`src/rtl/clint_timer_pkg.sv`:
```
// Shared CLINT definitions: register offsets, handshake FSM encoding and
// the byte-strobe merge helper used by every writable register.
package clint_timer_pkg;

  localparam logic [15:0] MSIP_OFF     = 16'h0000;
  localparam logic [15:0] MTIMECMP_OFF = 16'h4000;
  localparam logic [15:0] MTIME_OFF    = 16'hBFF8;

  typedef enum logic {
    ST_IDLE = 1'b0,
    ST_RESP = 1'b1
  } state_t;

  function automatic logic [63:0] merge_bytes(input logic [63:0] old_val,
                                              input logic [63:0] wdata,
                                              input logic [7:0]  wstrb);
    logic [63:0] res;
    res = old_val;
    for (int i = 0; i < 8; i++) begin
      if (wstrb[i]) res[i*8 +: 8] = wdata[i*8 +: 8];
    end
    return res;
  endfunction

endpackage

```
`src/rtl/clint_tick_gen.sv`:
```
// Prescaler: counts 0..PRESCALE-1 and flags the wrap cycle with a tick.
module clint_tick_gen #(
  parameter int PRESCALE = 1
) (
  input  logic clk_sys_i,
  input  logic rst_sys_i,
  output logic tick
);

  localparam logic [15:0] LAST = 16'(PRESCALE - 1);

  logic [15:0] cnt;

  // With PRESCALE=1 the counter is pinned at 0 and tick stays high.
  assign tick = (cnt == LAST);

  always_ff @(posedge clk_sys_i) begin
    if (rst_sys_i) begin
      cnt <= '0;
    end else if (tick) begin
      cnt <= '0;
    end else begin
      cnt <= cnt + 16'd1;
    end
  end

endmodule

```
`src/rtl/clint_timer.sv`:
```
// Machine-mode CLINT: msip, mtimecmp and mtime behind a single-outstanding
// request/response port, plus the software and timer interrupt lines.
module clint_timer
  import clint_timer_pkg::*;
#(
  parameter int REG_WIDTH = 64,
  parameter int PRESCALE  = 1
) (
  input  logic                   clk_sys_i,
  input  logic                   rst_sys_i,
  input  logic                   req_valid_i,
  output logic                   req_ready_o,
  input  logic                   req_we_i,
  input  logic [15:0]            req_addr_i,
  input  logic [REG_WIDTH-1:0]   req_wdata_i,
  input  logic [REG_WIDTH/8-1:0] req_wstrb_i,
  output logic                   resp_valid_o,
  input  logic                   resp_ready_i,
  output logic [REG_WIDTH-1:0]   resp_rdata_o,
  output logic                   resp_err_o,
  output logic                   software_intr_o,
  output logic                   time_intr_o,
  output logic [REG_WIDTH-1:0]   mtime_o
);

  // Handshake: a request transfers on a rising edge where req_valid_i and
  // req_ready_o are both high; the response transfers on an edge where
  // resp_valid_o and resp_ready_i are both high. Only one request is ever
  // outstanding, so req_ready_o is low for the whole response phase.

  state_t               state;
  state_t               state_next;
  logic [REG_WIDTH-1:0] mtime;
  logic [REG_WIDTH-1:0] mtimecmp;
  logic                 msip;
  logic                 tick;
  logic                 accept;
  logic                 wr;
  logic                 hit_msip;
  logic                 hit_cmp;
  logic                 hit_time;
  logic                 mapped;
  logic [REG_WIDTH-1:0] rd_data;

  clint_tick_gen #(
    .PRESCALE (PRESCALE)
  ) u_tick_gen (
    .clk_sys_i (clk_sys_i),
    .rst_sys_i (rst_sys_i),
    .tick      (tick)
  );

  assign accept   = (state == ST_IDLE) && req_valid_i;
  assign wr       = accept && req_we_i;
  assign hit_msip = (req_addr_i == MSIP_OFF);
  assign hit_cmp  = (req_addr_i == MTIMECMP_OFF);
  assign hit_time = (req_addr_i == MTIME_OFF);
  assign mapped   = hit_msip || hit_cmp || hit_time;

  always_comb begin
    state_next   = state;
    req_ready_o  = 1'b0;
    resp_valid_o = 1'b0;
    case (state)
      ST_IDLE: begin
        req_ready_o = 1'b1;
        if (req_valid_i) state_next = ST_RESP;
      end
      ST_RESP: begin
        resp_valid_o = 1'b1;
        if (resp_ready_i) state_next = ST_IDLE;
      end
      default: state_next = ST_IDLE;
    endcase
  end

  always_comb begin
    rd_data = '0;
    if (hit_msip)      rd_data = {{(REG_WIDTH-1){1'b0}}, msip};
    else if (hit_cmp)  rd_data = mtimecmp;
    else if (hit_time) rd_data = mtime;
  end

  always_ff @(posedge clk_sys_i) begin
    if (rst_sys_i) begin
      state        <= ST_IDLE;
      resp_rdata_o <= '0;
      resp_err_o   <= 1'b0;
    end else begin
      state <= state_next;
      if (accept) begin
        resp_rdata_o <= req_we_i ? '0 : rd_data;
        resp_err_o   <= !mapped;
      end
    end
  end

  // A bus write to mtime wins over the tick; that increment is simply lost.
  always_ff @(posedge clk_sys_i) begin
    if (rst_sys_i) begin
      mtime       <= '0;
      mtimecmp    <= '1;
      msip        <= 1'b0;
      time_intr_o <= 1'b0;
    end else begin
      if (wr && hit_time) mtime <= merge_bytes(mtime, req_wdata_i, req_wstrb_i);
      else if (tick)      mtime <= mtime + 64'd1;
      if (wr && hit_cmp)  mtimecmp <= merge_bytes(mtimecmp, req_wdata_i, req_wstrb_i);
      if (wr && hit_msip && req_wstrb_i[0]) msip <= req_wdata_i[0];
      time_intr_o <= (mtime >= mtimecmp);
    end
  end

  assign software_intr_o = msip;
  assign mtime_o         = mtime;

endmodule

```
`config.mk`:
```
export PLATFORM = sky130hd
export DESIGN_NAME = clint_timer
export DESIGN_NICKNAME = d
export VERILOG_FILES = /design/src/rtl/clint_timer_pkg.sv /design/src/rtl/clint_tick_gen.sv /design/src/rtl/clint_timer.sv
export SDC_FILE = /design/constraint.sdc
export NUM_CORES = 1
export LEC_CHECK = 0
export CAP_MARGIN = 40
export CORE_MARGIN = 1
export CORE_UTILIZATION = 45
export CTS_CLUSTER_SIZE = 14
export DETAILED_ROUTE_END_ITERATION = 10
export PLACE_DENSITY = 0.71
export SYNTH_ARGS = -nofsm -noshare
export SYNTH_HDL_FRONTEND = slang
export SYNTH_SLANG_ARGS = --single-unit
```
`constraint.sdc`:
```
create_clock -name clk_sys_i -period 3.8 [get_ports clk_sys_i]
set_clock_uncertainty 0.2 [all_clocks]
set_input_delay 0.57 -clock clk_sys_i [delete_from_list [all_inputs] [get_ports clk_sys_i]]
set_output_delay 0.57 -clock clk_sys_i [all_outputs]
set_load 0.01 [all_outputs]
```
==> impl_metrics.toml, run 1 <==
[status]
status = "complete, no violations"

[worst_setup_path]
arrival_ps = 3570
worstSetupStartpointType = "flop"
worstPathRequired_ps = 4040
worstSetupPathType = "flop to flop"
worst-r2r-setup-slack_ps = 470
cp-end-kind = "flop"
path_max_fanout = 9

[grt]
grt_pass1_wl_um = 61500
track_usage_pct = 28.3
antenna_found_initial = 1
grt_max_degree = 67
grt_pass1_vias = 11700
overflow = 0

[yosys]
synth-edff-count = 0
netlist_area_um2 = 11900
yosys_warnings = 0
synth_area_leader_cell = "dfxtp_1"
synth_top_area_share_pct = 35.7
synth_nets = 1574
synth_simple_gate_area_share_pct = 23.4
synth_cell_types = 83
synth_area_per_cell_um2 = 8.41
synth_xor_area_share_pct = 1.10
synth_flop_cell = "dfxtp_1"
synthMuxAreaShare_pct = 0.620
synthAdderAreaFrac_pct = 7.05
synth.area.top_cells = "dfxtp_1 (36%), ha_1 (7.0%), a211o_1 (4.9%)"
async_flop_share_pct = 0
synth_top_family_by_area = "compound AO/OA/AOI/OAI gates"
synth-seq-area-share_pct = 35.7
ys_ff_latch = 212
synth_compound_area_share_pct = 25.8
syn_inst = 1414

[timing]
slew_violations = 0
tns_ps = 0
max-slew-margin-rel_pct = 41.6
fin_crit_sh_pct = 87.6
worst_pin_slew_ps = 875
post-route-min-period_ps = 3330
holdWs_ps = 158
rsz0062_at_grt = "false"
hold_viol_final = 0
max_freq_mhz = 301
setup_viol = 0

[clock_network]
htree_num_levels = 1
cts.repair.resized = 0
clkSinkCount = 212
holdBufCountCts = 0
cts_made_buffers = 25
clock_latency_ps = 520
root_buffer = "clkbuf_16"
clk_pin_slew_ps = 60
cts_setup_buffers = 0
cts_buffer_depth = 3
cts_tree = "yes"

[floorplan]
start_util_pct = 45.8
die_h_um = 165
floorplan.rows = 59
io_pins = 226
core_um2 = 26000
die-area_um2 = 27100
die_x_um = 165

[placement]
gp_congestion = 0.889
dp_hpwl_um = 27200
io_buffers = 225

[routing]
ant_nets = 0
drt-initial-drc-count = 931
vias_per_cell = 6.24
wl_per_cell_um = 19.8
vias = 12300
drt-pass1-iter-count = 5
routed_wl_um = 39000
drc_errors = 0

[hold_path]
min_path_type = "input pin to flop"

[finish]
synthToLayoutAreaGrowth_pct = 29.1
fin_nets = 1778
drive_above_1_share_pct = 7.04
final_common_cell = "clkdlybuf4s50_1"
final_cell_mix = "clkdlybuf4s50_1 (224), dfxtp_1 (212), nor2_1 (140), and3_1 (86), inv_1 (81)"

[power_and_ir_drop]
leakage_nw = 6.27
cellPowerDensity_nw_per_um2 = 313
ir_drop_mv = 0.309

[run]
drv_cap = 0
[synth_stat cells (39+ instances only)]
cell       count
ha_1          67
a21oi_1       59
nand3_1       45
o21ai_0       39
nor2_1       140
inv_1         81
and3_1        86
dfxtp_1      212
a211o_1       66
nand4_1       48
nand2_1       82
a22oi_1       67
clkbuf_1      68
a2bb2oi_1     64
[layer usage]
layer | vias to the layer above | global-route usage, % | part of all wire [%]
met3 | 94 | 3.26 | 5.6
li1 | 5780 | - | -
met4 | 0 | 10.3 | 3.1
met5 | - | 0 | 0
met2 | 474 | 46.9 | 47
met1 | 5932 | 37.7 | 44
[final timing paths]
check                   startpoint               end  cells past startpoint
setup reg to reg        mtime_o[0]       mtime_o[42]                      7
hold / removal           rst_sys_i  resp_rdata_o[50]                      2
setup / recovery        mtime_o[0]       mtime_o[42]                      7
hold reg to reg   resp_rdata_o[41]  resp_rdata_o[41]                      2
[layout make-up]
cell class / count / area, µm²
clock buffer: 35 / 693
fill: 2369 / 10600
tap: 335 / 419
antenna: 1 / 2.50
sequential: 212 / 4240
multi-input combinational: 1025 / 6940
inverter: 81 / 304
clock inverter: 7 / 66.3
timing repair buffer: 273 / 2700
[kinds of logic after synthesis]
family | count (synthesis)
and+or+nand+nor | 526
AOI/OAI and AO/OA | 410
muxes | 7
adders and majority gates | 67
DFF | 212
xor gates and xnor gates | 15
buffers and inverters | 177
[through the flow]
stage	power (mW)	setup slack (ps)	utilization [%]	instances	instance area (µm²)
floorplan	2.38	981	-	1414	11900
global placement	2.55	273	56.1	1925	14600
detailed placement	2.55	213	56.2	1926	14600
CTS	4.83	472	59.1	1968	15400
global route	4.94	261	59.1	1968	15400
finish	4.80	473	59.1	1969	15400
[worst max-delay path, stage by stage (launching register included)]
cell      delay, ps
dfxtp_1         510
ha_1            270
nand4_1         240
or4_1           660
nor4_4          570
nand3_1         300
o211a_1         320
a211oi_1        180
[registers in the layout (all words and copies together) (netlist names)]
| register | cells |
|---|---|
| mtime_o | 64 |
| mtimecmp | 64 |
| resp_err_o | 1 |
| resp_rdata_o | 64 |
| software_intr_o | 1 |
| state | 1 |
| time_intr_o | 1 |
| u_tick_gen.cnt | 16 |
[where the power goes]
group	total (mW)	internal [mW]	switching (mW)	leakage, nW
Combinational	0.274	0.130	0.144	4.18
Sequential	2.23	2.23	0.00702	1.71
Clock	2.30	1.33	0.963	0.378
Note: power is estimated with default switching activity, not from simulation.
==> run 2, diff against run 1 <==
- ABC_AREA: not set -> 1
- PLACE_DENSITY: 0.71 -> 0.7
- SYNTH_HIERARCHICAL: not set -> 1
==> run 2 against run 1 <==
  * The run now ends with DRC left
  * Total power is 3.3% higher
  * Via count is 17% higher
  * Synthesized cell count is 47% higher
  * Sequential power hardly changed
  * Worst hold slack better by 95 ps
  * Critical endpoint is now mtime_o[46]
  * Register-to-register slack better by 550 ps
  * Design area is 7.6% higher
  * Non-clock buffer count is 23 lower
  * Clock-buffer cell count is 2 lower
  * Maximum frequency is 20% higher
==> impl_metrics.toml, run 2 <==
[floorplan]
core_um2 = 28700
floorplan.rows = 62
start_util_pct = 45.7
die_h_um = 173
io_pins = 226
die-area_um2 = 29800
die_x_um = 173

[grt]
grt_pass1_wl_um = 74200
antenna_found_initial = 0
overflow = 0
grt_max_degree = 65
track_usage_pct = 30.9
grt_pass1_vias = 13500

[yosys]
syn_inst = 2082
ys_ff_latch = 212
synth.area.top_cells = "dfxtp_1 (32%), nand2_1 (17%), inv_1 (6.9%)"
synth_cell_types = 40
synth-edff-count = 0
async_flop_share_pct = 0
netlist_area_um2 = 13100
synth-seq-area-share_pct = 32.4
synth_area_leader_cell = "dfxtp_1"
synth_nets = 2242
yosys_warnings = 6
synthTopCellsByCount = "nand2_1 (597), inv_1 (240), nor2_1 (238), dfxtp_1 (212), nand3_1 (167)"
synth_flop_cell = "dfxtp_1"
synth_top_area_share_pct = 32.4
synth_most_common_cell = "nand2_1"
synth_area_per_cell_um2 = 6.29

[status]
violations = "DRC"
status = "complete, but fails checks"

[power_and_ir_drop]
ir_drop_mv = 0.286
clockPowerShare_pct = 49.2
seq_power_share_pct = 45.0
comb_power_share_pct = 5.8
p_switching_mw = 1.18
swShare_pct = 23.8
cellPowerDensity_nw_per_um2 = 300
intPower_mw = 3.78
leakage_nw = 7.30
power_mw = 4.96

[routing]
ant_nets = 0
drt-initial-drc-count = 1307
vias = 14400
drt-pass1-iter-count = 9
routed_wl_um = 47000
drc_errors = 1
wl_per_cell_um = 17.6
vias_per_cell = 5.37

[worst_setup_path]
worstPathRequired_ps = 4030
worstSetupPathType = "flop to flop"
path_max_fanout = 7
worst-r2r-setup-slack_ps = 1020
arrival_ps = 3020
critPathMaxStageDelay_ps = 480
reg2reg_depth = 11
crit_start = "mtime_o[1]"
r2r-end = "mtime_o[46]"
cp_slowest_cell = "dfxtp_1"
endpoint = "mtime_o[46]"
worstSetupStartpointType = "flop"
rr_startpoint = "mtime_o[1]"
crit_chain = "ha_1 -> nand3_1 -> nor2_1 -> buf_4 -> nand3_1 -> nor2_1 -> nand2_1 -> nor2_1 -> nand3_1 -> a21oi_1 -> nor2_1"
cpMostUsedCell = "nor2_1"
cp-end-kind = "flop"

[timing]
tns_ps = 0
setup_viol = 0
slew_violations = 0
fin_crit_sh_pct = 73.2
worst_pin_slew_ps = 639
max-slew-margin-rel_pct = 57.0
max_freq_mhz = 359
hold_viol_final = 0
rsz0062_at_grt = "false"
post-route-min-period_ps = 2780

[placement]
gp_congestion = 0.933
dp_hpwl_um = 35800
io_buffers = 225

[clock_network]
clk_pin_slew_ps = 60
clkSinkCount = 212
cts_setup_buffers = 0
root_buffer = "clkbuf_16"
clock_latency_ps = 550
cts_buffer_depth = 3
cts_tree = "yes"
holdBufCountCts = 0
htree_num_levels = 1
cts.repair.resized = 0
cts_made_buffers = 26

[finish]
final_cell_mix = "nand2_1 (595), inv_1 (239), nor2_1 (238), clkdlybuf4s50_1 (224), dfxtp_1 (212)"
diodes = 0
drive_above_1_share_pct = 4.88
final_common_cell = "nand2_1"
synthToLayoutAreaGrowth_pct = 26.2
fin_nets = 2437

[run]
drv_cap = 0

[hold_path]
min_path_type = "flop to flop"
run 2: per-layer routing:
| metal | routed length, µm | global-route usage [%] | share of wire (%) |
|---|---|---|---|
| met5 | 0 | 0 | 0 |
| met4 | 1450 | 9.23 | 3.1 |
| met3 | 3620 | 4.71 | 7.7 |
| met2 | 20700 | 49.3 | 44 |
| met1 | 21300 | 43.0 | 45 |
run 2: final cells by class:
cell class                 instances  area [µm²]
sequential                       212        4240
timing repair buffer             250        2460
clock inverter                    13        93.8
tap                              384         480
inverter                         251         945
clock buffer                      33         738
fill                            2864       12200
multi-input combinational       1536        7570
run 2: worst max-delay path: cells and delay by family (launching register included):
kind | cells | cell delay [ps]
and+or+nand+nor | 8 | 1330
DFF | 1 | 480
adders and majority gates | 1 | 380
buffers and inverters | 1 | 150
AOI/OAI and AO/OA | 1 | 140
run 2: power groups by stage:
stage / logic, mW / registers (mW) / clock network, mW
finish: 0.286 / 2.23 / 2.44
global route: 0.304 / 2.23 / 2.56
CTS: 0.284 / 2.23 / 2.47
detailed placement: 0.282 / 2.28 / 0
floorplan: 0.109 / 2.28 / 0
global placement: 0.281 / 2.28 / 0
run 2: per-stage QoR:
step	util, %	std cells	instance area (µm²)	hold slack [ps]	setup WS (ps)
2_1_floorplan	-	2082	13100	229	1660
3_3_place_gp	54.7	2632	15700	239	701
3_5_place_dp	54.7	2633	15700	242	617
4_1_cts	57.6	2679	16500	257	1050
5_1_grt	57.6	2679	16500	276	827
6_report	57.6	2679	16500	253	1020
run 2: how the worst min path moves through the flow:
| stage | startpoint | to | depth (start not counted) |
|---|---|---|---|
| 2_1_floorplan | mtimecmp[10] | mtimecmp[10] | 2 |
| 3_3_place_gp | mtimecmp[18] | mtimecmp[18] | 2 |
| 3_5_place_dp | mtimecmp[18] | mtimecmp[18] | 2 |
| 4_1_cts | mtimecmp[18] | mtimecmp[18] | 2 |
| 5_1_grt | mtimecmp[11] | mtimecmp[11] | 2 |
| 6_report | mtimecmp[18] | mtimecmp[18] | 2 |
run 2: logic make-up after synthesis:
kind of cell / synth area share [%]
adder cells (fa/ha/maj): 6.40
buffers and inverters: 9.91
XOR/XNOR: 1.27
AO/OA/AOI/OAI: 16.6
flip-flops: 32.4
AND/OR/NAND/NOR: 33.4
